===== config.mk =====
export PLATFORM = sky130hd
export DESIGN_NAME = pipe_stage
export DESIGN_NICKNAME = d
export VERILOG_FILES = /design/src/rtl/pipe_stage.sv
export SDC_FILE = /design/constraint.sdc
export NUM_CORES = 1
export LEC_CHECK = 0
export BUFFER_PORTS_ARGS = -buffer_cell sky130_fd_sc_hd__buf_2
export CORE_ASPECT_RATIO = 0.7
export CORE_MARGIN = 10
export CORE_UTILIZATION = 25
export CTS_BUF_LIST = sky130_fd_sc_hd__clkbuf_2 sky130_fd_sc_hd__clkbuf_4 sky130_fd_sc_hd__clkbuf_8
export CTS_CLUSTER_SIZE = 25
export DETAILED_ROUTE_END_ITERATION = 10
export PLACE_DENSITY = 0.54
export SLEW_MARGIN = 20
export SYNTH_ARGS = -nofsm -noshare
export SYNTH_HDL_FRONTEND = slang
export SYNTH_SLANG_ARGS = --single-unit

===== constraint.sdc =====
create_clock -name clk -period 3 [get_ports clk]
set_input_delay 0.9 -clock clk [delete_from_list [all_inputs] [get_ports clk]]
set_output_delay 0.9 -clock clk [all_outputs]
set_load 0.02 [all_outputs]

===== src/rtl/pipe_stage.sv =====
// pipe_stage: parameterised inter-stage pipeline register for the 5-stage core.
// Each edge the bundle advances, holds or is replaced by an all-zero bubble,
// depending on the global hazard code and on which stage this register feeds.
// An out-of-range STAGE gives a plain always-advancing register.
module pipe_stage #(
  parameter int STAGE = 1,
  parameter int WIDTH = 32
) (
  input  logic             clk,
  input  logic             rst,
  input  logic [3:0]       hazard_signal,
  input  logic [WIDTH-1:0] in_data,
  output logic [WIDTH-1:0] out_data
);

  // Stage codes this register may feed.
  localparam int STAGE_ID  = 1;
  localparam int STAGE_EX  = 2;
  localparam int STAGE_MEM = 3;
  localparam int STAGE_WB  = 4;

  // Hazard codes from the hazard unit; 7..15 behave as HS_DN.
  localparam logic [3:0] HS_DN        = 4'd0;
  localparam logic [3:0] STALL_EARLY  = 4'd1;
  localparam logic [3:0] FLUSH_EARLY  = 4'd2;
  localparam logic [3:0] FLUSH_ALL    = 4'd3;
  localparam logic [3:0] STALL_MMU    = 4'd4;
  localparam logic [3:0] STALL_SWAP   = 4'd5;
  localparam logic [3:0] FLUSH_EXCEPT = 4'd6;

  typedef enum logic [1:0] {
    ACT_ADV  = 2'd0,
    ACT_HOLD = 2'd1,
    ACT_BUB  = 2'd2
  } act_e;

  // Per-stage action for one hazard code; rows are ID / EX / MEM / WB.
  function automatic act_e stage_action(input logic [3:0] hs);
    act_e a;
    a = ACT_ADV;
    if (STAGE == STAGE_ID) begin
      case (hs)
        STALL_EARLY:  a = ACT_HOLD;
        FLUSH_EARLY:  a = ACT_BUB;
        FLUSH_ALL:    a = ACT_BUB;
        STALL_MMU:    a = ACT_HOLD;
        STALL_SWAP:   a = ACT_HOLD;
        FLUSH_EXCEPT: a = ACT_BUB;
        default:      a = ACT_ADV;
      endcase
    end else if (STAGE == STAGE_EX) begin
      case (hs)
        STALL_EARLY:  a = ACT_BUB;
        FLUSH_ALL:    a = ACT_BUB;
        STALL_MMU:    a = ACT_HOLD;
        STALL_SWAP:   a = ACT_HOLD;
        FLUSH_EXCEPT: a = ACT_BUB;
        default:      a = ACT_ADV;
      endcase
    end else if (STAGE == STAGE_MEM) begin
      case (hs)
        STALL_MMU:    a = ACT_HOLD;
        STALL_SWAP:   a = ACT_BUB;
        FLUSH_EXCEPT: a = ACT_BUB;
        default:      a = ACT_ADV;
      endcase
    end else if (STAGE == STAGE_WB) begin
      case (hs)
        STALL_MMU:    a = ACT_BUB;
        FLUSH_EXCEPT: a = ACT_BUB;
        default:      a = ACT_ADV;
      endcase
    end
    return a;
  endfunction

  // All-zero bundle, read downstream as NOP / no-fault.
  function automatic logic [WIDTH-1:0] bubble();
    return '0;
  endfunction

  act_e             act_p0;
  logic [WIDTH-1:0] data_nxt;
  logic [WIDTH-1:0] data_p0;

  // Decode the hazard code into this stage's action.
  always_comb begin
    act_p0 = stage_action(hazard_signal);
  end

  // Select next bundle value from the decoded action.
  always_comb begin
    data_nxt = data_p0;
    case (act_p0)
      ACT_ADV:  data_nxt = in_data;
      ACT_HOLD: data_nxt = data_p0;
      ACT_BUB:  data_nxt = bubble();
      default:  data_nxt = in_data;
    endcase
  end

  // ---- stage boundary: register the bundle; reset overrides every hazard code ----
  always_ff @(posedge clk) begin
    if (rst) begin
      data_p0 <= '0;
    end else begin
      data_p0 <= data_nxt;
    end
  end

  assign out_data = data_p0;

endmodule


* After elaboration in Yosys (flattened, before gate mapping) *
Cells that the tools add are included.

storage, ports and cells
  flip-flop bits (word level) = 32
  latch bits = 0
  memory bits (writable) = 0
  ROM bits = 0
  input bits = 38
  output and inout bits = 32
  logic and storage cells = 13
  memories kept = 0

operators by class
  add/subtract/negate cells = 0
  multipliers = 0
  divide/modulo/power cells = 0
  magnitude comparators = 0
  equal/unequal tests = 8
  shift-type cells = 0
  mux-type cells = 2
  bitwise operators = 0
  reduce and logical (&&, ||, !) cells = 2

operators with widths
  kind                                                  count
  case mux 32 bit (2 select lines)                      1
  equality test 4 x 3 -> 1 bit (second input constant)  3
  equality test 4 x 2 -> 1 bit (second input constant)  2
  OR reduction 3 bit                                    2
  equality test 4 x 1 -> 1 bit (second input constant)  1
  case mux 2 bit (2 select lines)                       1
  equality test 2 x 1 -> 1 bit (second input constant)  1
  equality test 2 bit (second input constant)           1

* Longest topological paths before layout *
Gate-level depths: netlist of the first run.

  word-level depth = 5
  depth in mapped cells = 4
  gate-level depth less buffers = 3

* Worst setup path after synthesis of the first run *
Ideal clock, no wire load.

  path type = input to register
  from = input hazard_signal[0]
  to = register data_p0[23] (netlist: out_data[23])
  library setup time = 0.057 ns
  arrival time = 1.818 ns
  data required time = 2.943 ns
  path slack = 1.125 ns
  stages = 4
  buffers on the path = 1
  path through = or3_4 > a31oi_4 > buf_6 > a22o_2

between the ends
  cells in the longest elaborated chain, start to end = 5
  elaborated cells between the ends (all ways) = 12
  classes of those cells = 8 x eq/ne; 2 x mux; 2 x reduce/logical

ends and longest elaborated chain
  element                                                              RTL line  text
  start: declaration                                                   11        input logic [3:0] hazard_signal,
  equality test 4 x 3 -> 1 bit, or another cell as far along           42        case (hs)
  OR reduction 3 bit (no source line)                                  --
  case mux 2 bit (2 select lines) *                                    42
  equality test 2 bit or equality test 2 x 1 -> 1 bit (tied branches)  94        case (act_p0)
  case mux 32 bit (2 select lines)                                     94
  end signal: assignment                                               107       data_p0 <= data_nxt;
  end: declaration                                                     84        logic [WIDTH-1:0] data_p0;

Mark *: on every way between the ends. The rest lies on a longest branch, timed or not.
A chain may end at the register's enable or synchronous reset.

* Worst setup path after layout of the first run *
  from = input hazard_signal[0]
  to = register data_p0[25] (netlist: out_data[25])

The elaborated chain is that of the path after synthesis.

==> results of run 1 <==
-- worst max-delay path, stage by stage --
cell                      delay [ns]
sky130_fd_sc_hd__buf_2          0.11
sky130_fd_sc_hd__or3_4          0.39
sky130_fd_sc_hd__a31oi_4        0.17
sky130_fd_sc_hd__buf_4          0.34
sky130_fd_sc_hd__a22o_1         0.21
-- routing by layer --
| metal | wire [microns] | global-route usage |
|---|---|---|
| met3 | 224 | 0.0389 |
| met5 | 0 | 0 |
| met1 | 1470 | 0.0970 |
| met2 | 1420 | 0.135 |
| met4 | 49 | 0.0418 |
-- cell type report --
| cell class | count | area, sq um | share of cell area |
|---|---|---|---|
| Sequential cell | 32 | 641 | 0.416 |
| Tap cell | 52 | 65.1 | 0.0423 |
| Clock buffer | 6 | 82.6 | 0.0537 |
| Clock inverter | 2 | 10.0 | 0.00650 |
| Inverter | 1 | 3.75 | 0.00244 |
| Timing Repair Buffer | 72 | 368 | 0.239 |
| Multi-Input combinational cell | 37 | 369 | 0.240 |
-- cells in the final DEF, fill, tap and decap left out, drive strengths merged --
master   n
a22o    32
a31oi    1
buf     72
clkbuf   6
clkinv   2
dfxtp   32
inv      1
nand3    1
nor2     1
nor4     1
or3      1
-- report_power, final --
group,switching [mW],internal (mW)
Clock,0.152,0.183
Combinational,0.0737,0.0630
Sequential,0.0134,0.452
Total,0.239,0.697
-- cell families (layout without fill, tap and decap cells) --
group / after synthesis / count (layout) / share of synthesized area
compound gates: 33 / 33 / 0.319
flops: 32 / 32 / 0.607
buf+inv: 7 / 81 / 0.0498
simple gates: 4 / 4 / 0.0249
-- metrics by stage --
step | cell area (sq um) | total power, mW | utilization
after CTS | 1540 | 0.952 | 0.385
after floorplan | 1060 | 0.553 | -
after global placement | 1450 | 0.609 | 0.362
after global routing | 1540 | 0.982 | 0.385
after detailed placement | 1450 | 0.613 | 0.362
final | 1540 | 0.936 | 0.385
-- how the worst max path moves through the flow --
| stage | start | endpoint | slack [ns] | cells past startpoint |
|---|---|---|---|---|
| after floorplan | hazard_signal[0] | out_data[23] | 1.12 | 4 |
| after global placement | hazard_signal[0] | out_data[0] | 0.85 | 5 |
| after detailed placement | hazard_signal[0] | out_data[25] | 0.80 | 5 |
| after CTS | hazard_signal[0] | out_data[25] | 1.10 | 5 |
| after global routing | hazard_signal[0] | out_data[28] | 1.04 | 5 |
| final | hazard_signal[0] | out_data[25] | 1.10 | 5 |
-- cell usage after synthesis --
master	count
sky130_fd_sc_hd__a22o_1	4
sky130_fd_sc_hd__nand3_1	1
sky130_fd_sc_hd__nor4_1	1
sky130_fd_sc_hd__dfxtp_1	32
sky130_fd_sc_hd__a31oi_4	1
sky130_fd_sc_hd__inv_1	1
sky130_fd_sc_hd__a22o_2	28
sky130_fd_sc_hd__nor2_1	1
sky130_fd_sc_hd__buf_6	3
sky130_fd_sc_hd__or3_4	1
sky130_fd_sc_hd__buf_2	3
==> impl_metrics.ini, run 1 <==
[outcome]
run_status = completed

[min_path]
whs_endpoint = out_data[3]
hold_start = out_data[3]
min_delay_path_depth = 1
hp-class = reg2reg

[cts]
cts_made_buffers = 5
cts_resized = 0
clock_sinks = 32
cts.root.buffer_cell = sky130_fd_sc_hd__clkbuf_8
post_cts_buffers = 0
clockBufferDepth = 2
cts_htree_levels = 2
cts_tree = yes
cts.reportedPaths.clkPinSlew_ns = 0.07
worst_skew_pair.late_latency_ns = 0.28
cts.hold.buffers_added = 0

[sta]
setup_tns_after_final_layout_ns = 0
tightestPinTransition_ns = 0.333
finalHoldWorstSlack_ns = 0.475
final_hold_vios = 0
grt_setup_unrepaired = false
report.final.slew_viol_count = 0
min_tclk_post_route_ns = 1.90
achievable-frequency_ghz = 0.526
fin_worst_skew_ns = 0
setup_viol = 0
timing.slew.headroom = 0.778
final.setup.worst_slack_ns = 1.10
final.period_utilization = 0.633

[critical_path]
crit_path_start_kind = primary input
crit_type = in2reg
worst-path-max-fanout = 32
crit_required_ns = 3.22
rr_endpoint = out_data[20]
r2r_cells = 1
end_kind = flop
crit-reg2reg-launch = out_data[20]
worst_ep_arrival_time_ns = 2.12
r2r_slack_ns = 2.35

[route]
routed-via-count = 909
vias_per_cell = 4.50
drc = 0
route.antenna.remaining_nets = 0
drt_wl_total_microns = 3160
detail_route.iter0.violations = 52
drt-pass1-iter-count = 4
wire_per_inst_microns = 15.6

[floorplan]
core_region_area_sq_um = 3990
die_height_microns = 74.4
design.die.area_sq_um = 7260
top_level_ports = 70
floorplan.initialDensity = 0.264
dieWidth_microns = 97.7
core.rowCount = 19

[power_and_ir_drop]
power.density_cell_area_nw_per_um2 = 608
static-leakage-power_nw = 0.770
vdd_ir_drop_max_uv = 214

[layout]
post_layout_nonfiller_instances = 202
fillCellCount = 393
layout-area-overhead-vs-synth_pct = 45.7
largest_register_ffs = 32
layout_cell_share_with_drive_strength_beyond_1 = 0.740
diodes = 0
layout.nets = 187

[place]
place_hpwl_microns = 2440
dp_slack_ns = 0.800
dp_cells = 194
place_congestion = 0.759
port_buffers = 69

[logic_synthesis]
seq_area_frac_synth = 0.607
synth_cell_type_count = 11
syn_nets = 114
syn-instance-count = 76
synth.ff_latch_count = 32
synth_area_leader_cell = sky130_fd_sc_hd__dfxtp_1
syn_area_per_cell_sq_um = 13.9
post_synth_instance_area_sq_um = 1060
yosysTopAreaCellShare = 0.607
ys.warnings.count = 0
synth.area.top_cells = sky130_fd_sc_hd__dfxtp_1 (61%), sky130_fd_sc_hd__a22o_2 (27%), sky130_fd_sc_hd__a22o_1 (3.3%)

[grt]
grt.total_usage = 0.0852
grt_max_degree = 33
grt_antenna_before_repair = 0
grt_pass1_wl_microns = 5000
grt_overflow = 0
vias_in_the_first_global_route = 1030

[run]
cap_violations = 0
Power figures use the tool's default switching activity.
==> run 2, diff against run 1 <==
Settings changed: ABC_AREA from default to 1, PLACE_DENSITY 0.54 to 0.5.
Clock period 3 ns to 1.75 ns, I/O delays scaled along.
==> run 2 against run 1 <==
  * Global-route usage increased by 0.82 points
  * Area after synthesis increased by 49%
  * Via count increased by 67%
  * Synthesized cell count increased to 2.8 times the previous value
  * Clock power increased by 110%
  * Combinational power increased to 2.9 times the previous value
  * Non-clock buffer count increased by 6
  * Worst setup slack got worse by 0.67 ns
  * Critical path depth decreased by 4
  * Routed wire length increased by 45%
  * Clock-buffer cell count unchanged
  * Highest routed layer unchanged
==> impl_metrics.ini, run 2 <==
[outcome]
run_status = completed

[logic_synthesis]
syn_area_per_cell_sq_um = 7.29
synth_area_leader_cell = sky130_fd_sc_hd__dfxtp_1
synth_cell_type_count = 13
post_synth_instance_area_sq_um = 1570
synth_enable_flop_cells = 0
ys_dominant_reg_cell = sky130_fd_sc_hd__dfxtp_1
synth.area.top_cells = sky130_fd_sc_hd__dfxtp_1 (41%), sky130_fd_sc_hd__a21oi_2 (17%), sky130_fd_sc_hd__nand2_1 (16%)
async_set_or_reset_register_ratio_after_synthesis = 0
seq_area_frac_synth = 0.407
synth.ff_latch_count = 32
syn_nets = 254
yosys-top-cells-count = sky130_fd_sc_hd__nand2_1 (66), sky130_fd_sc_hd__inv_1 (35), sky130_fd_sc_hd__dfxtp_1 (32), sky130_fd_sc_hd__nand3_1 (32), sky130_fd_sc_hd__a21oi_2 (30)
ys.warnings.count = 0
yosysTopAreaCellShare = 0.407
syn-instance-count = 216
synth.most_common_cell = sky130_fd_sc_hd__nand2_1

[power_and_ir_drop]
switchingPower_mw = 0.555
clkPwrFrac = 0.371
static-leakage-power_nw = 1.10
combPwrFrac = 0.208
power_frac_seq = 0.421
vdd_ir_drop_max_uv = 406
power_switching_share = 0.288
p_int_mw = 1.37
power.density_cell_area_nw_per_um2 = 911

[critical_path]
worst_ep_arrival_time_ns = 0.80
worst_path_dominant_cell_family = flip-flops
crit_type = reg2out
crit_path_start_kind = flop
cp.buffers_inverters = 1
r2r_cells = 4
crit_path_cell_trace = buf_2
crit_required_ns = 1.22
worst-path-max-fanout = 2
r2r_slack_ns = 1.07
crit_cells = 1
critical-path-slowest-cell = sky130_fd_sc_hd__dfxtp_1
delay_contributed_by_the_slowest_stage_of_the_critical_path_ns = 0.35
end_kind = output port

[floorplan]
top_level_ports = 70
core_region_area_sq_um = 6160
floorplan.initialDensity = 0.256
dieWidth_microns = 115
design.die.area_sq_um = 9920
die_height_microns = 86.4
core.rowCount = 24

[sta]
finalHoldWorstSlack_ns = 0.484
achievable-frequency_ghz = 0.756
fin_worst_skew_ns = 0
min_tclk_post_route_ns = 1.32
report.final.slew_viol_count = 0
setup_viol = 0
final.setup.worst_slack_ns = 0.427
tightestPinTransition_ns = 0.336
final.period_utilization = 0.756
setup_tns_after_final_layout_ns = 0
timing.slew.headroom = 0.776
final_hold_vios = 0
grt_setup_unrepaired = false

[place]
port_buffers = 69
place_hpwl_microns = 3400
place_congestion = 0.687
dp_slack_ns = 0.372

[cts]
cts_tree = yes
worst_skew_pair.late_latency_ns = 0.28
post_cts_buffers = 0
cts_made_buffers = 5
clockBufferDepth = 2
cts.hold.buffers_added = 0
cts.root.buffer_cell = sky130_fd_sc_hd__clkbuf_8
clock_sinks = 32
cts_htree_levels = 2
cts_resized = 0
cts.reportedPaths.clkPinSlew_ns = 0.07

[layout]
diodes = 0
layout-area-overhead-vs-synth_pct = 34.6
layout.nets = 324
most-common-layout-cells = sky130_fd_sc_hd__buf_2 (69), sky130_fd_sc_hd__nand2_1 (66), sky130_fd_sc_hd__inv_1 (35)
largest_register_ffs = 32
layout_cell_share_with_drive_strength_beyond_1 = 0.418
layout.area.seq_sq_um = 641
fillCellCount = 686
mostFrequentLayoutCell = sky130_fd_sc_hd__buf_2
finalCoreUtilization = 0.344
area_used_by_multi_input_combinational_logic_sq_um = 708

[grt]
gr-usage-met3 = 0.0449
grt.met1_usage = 0.117
grt_overflow = 0
grt_pass1_wl_microns = 7550
grt.total_usage = 0.0934
grt_max_degree = 33
vias_in_the_first_global_route = 1542
busiest_layer = met2
grt_antenna_before_repair = 0
grt_util_met2 = 0.138

[route]
drt-pass1-iter-count = 4
wire_per_inst_microns = 12.6
detail_route.iter0.violations = 72
route.antenna.remaining_nets = 0
drt_wl_total_microns = 4590
vias_per_cell = 4.16
routed-via-count = 1518
drc = 0

[min_path]
min_delay_path_depth = 3
hp-class = in2reg

[run]
cap_violations = 0
## run 2: changes by cell type after synthesis, moves of 2 or more
cell and change:
sky130_fd_sc_hd__a22o_1 -4, sky130_fd_sc_hd__buf_2 +6, sky130_fd_sc_hd__a21oi_1 +2, sky130_fd_sc_hd__nand3_1 +31, sky130_fd_sc_hd__a21oi_2 +30, sky130_fd_sc_hd__a22o_2 -28, sky130_fd_sc_hd__nand2_1 +66, sky130_fd_sc_hd__inv_1 +34
sky130_fd_sc_hd__buf_1 +3
## run 2: cell type report
cell class,instances,share of cell area
Inverter,36,0.0638
Clock inverter,2,0.0165
Multi-Input combinational cell,133,0.334
Timing Repair Buffer,78,0.201
Sequential cell,32,0.302
Tap cell,78,0.0461
Clock buffer,6,0.0360
## run 2: logic make-up (layout without fill, tap and decap cells)
logic type / count (synthesis) / after routing / share of synthesized area
buffers and inverters: 51 / 122 / 0.143
AND/OR/NAND/NOR: 101 / 101 / 0.277
flip-flops: 32 / 32 / 0.407
AO/OA/AOI/OAI: 32 / 32 / 0.173
## run 2: per-stage QoR
stage / instance area, sq um / power (mW) / cells
3_3_place_gp: 2010 / 1.24 / 357
4_1_cts: 2120 / 1.97 / 365
3_5_place_dp: 2010 / 1.24 / 357
6_report: 2120 / 1.93 / 365
5_1_grt: 2120 / 2.05 / 365
2_1_floorplan: 1570 / 1.09 / 216
## run 2: final timing paths
kind                                   start           end
worst max register to register  out_data[11]  out_data[11]
worst min-delay path             in_data[20]  out_data[20]
worst min register to register  out_data[20]  out_data[20]
worst max-delay path            out_data[11]  out_data[11]
## run 2: metal layers
layer	wire length (microns)	up-vias
met5	0	-
met4	23	0
met3	429	2
met2	1900	42
met1	2230	669
li1	-	805
## run 2: power groups by stage
stage / Clock, mW / Combinational [mW] / Sequential, mW
after floorplan: 0 / 0.196 / 0.896
after detailed placement: 0 / 0.409 / 0.829
after global placement: 0 / 0.407 / 0.829
after CTS: 0.743 / 0.411 / 0.812
after global routing: 0.773 / 0.453 / 0.819
final: 0.716 / 0.402 / 0.811
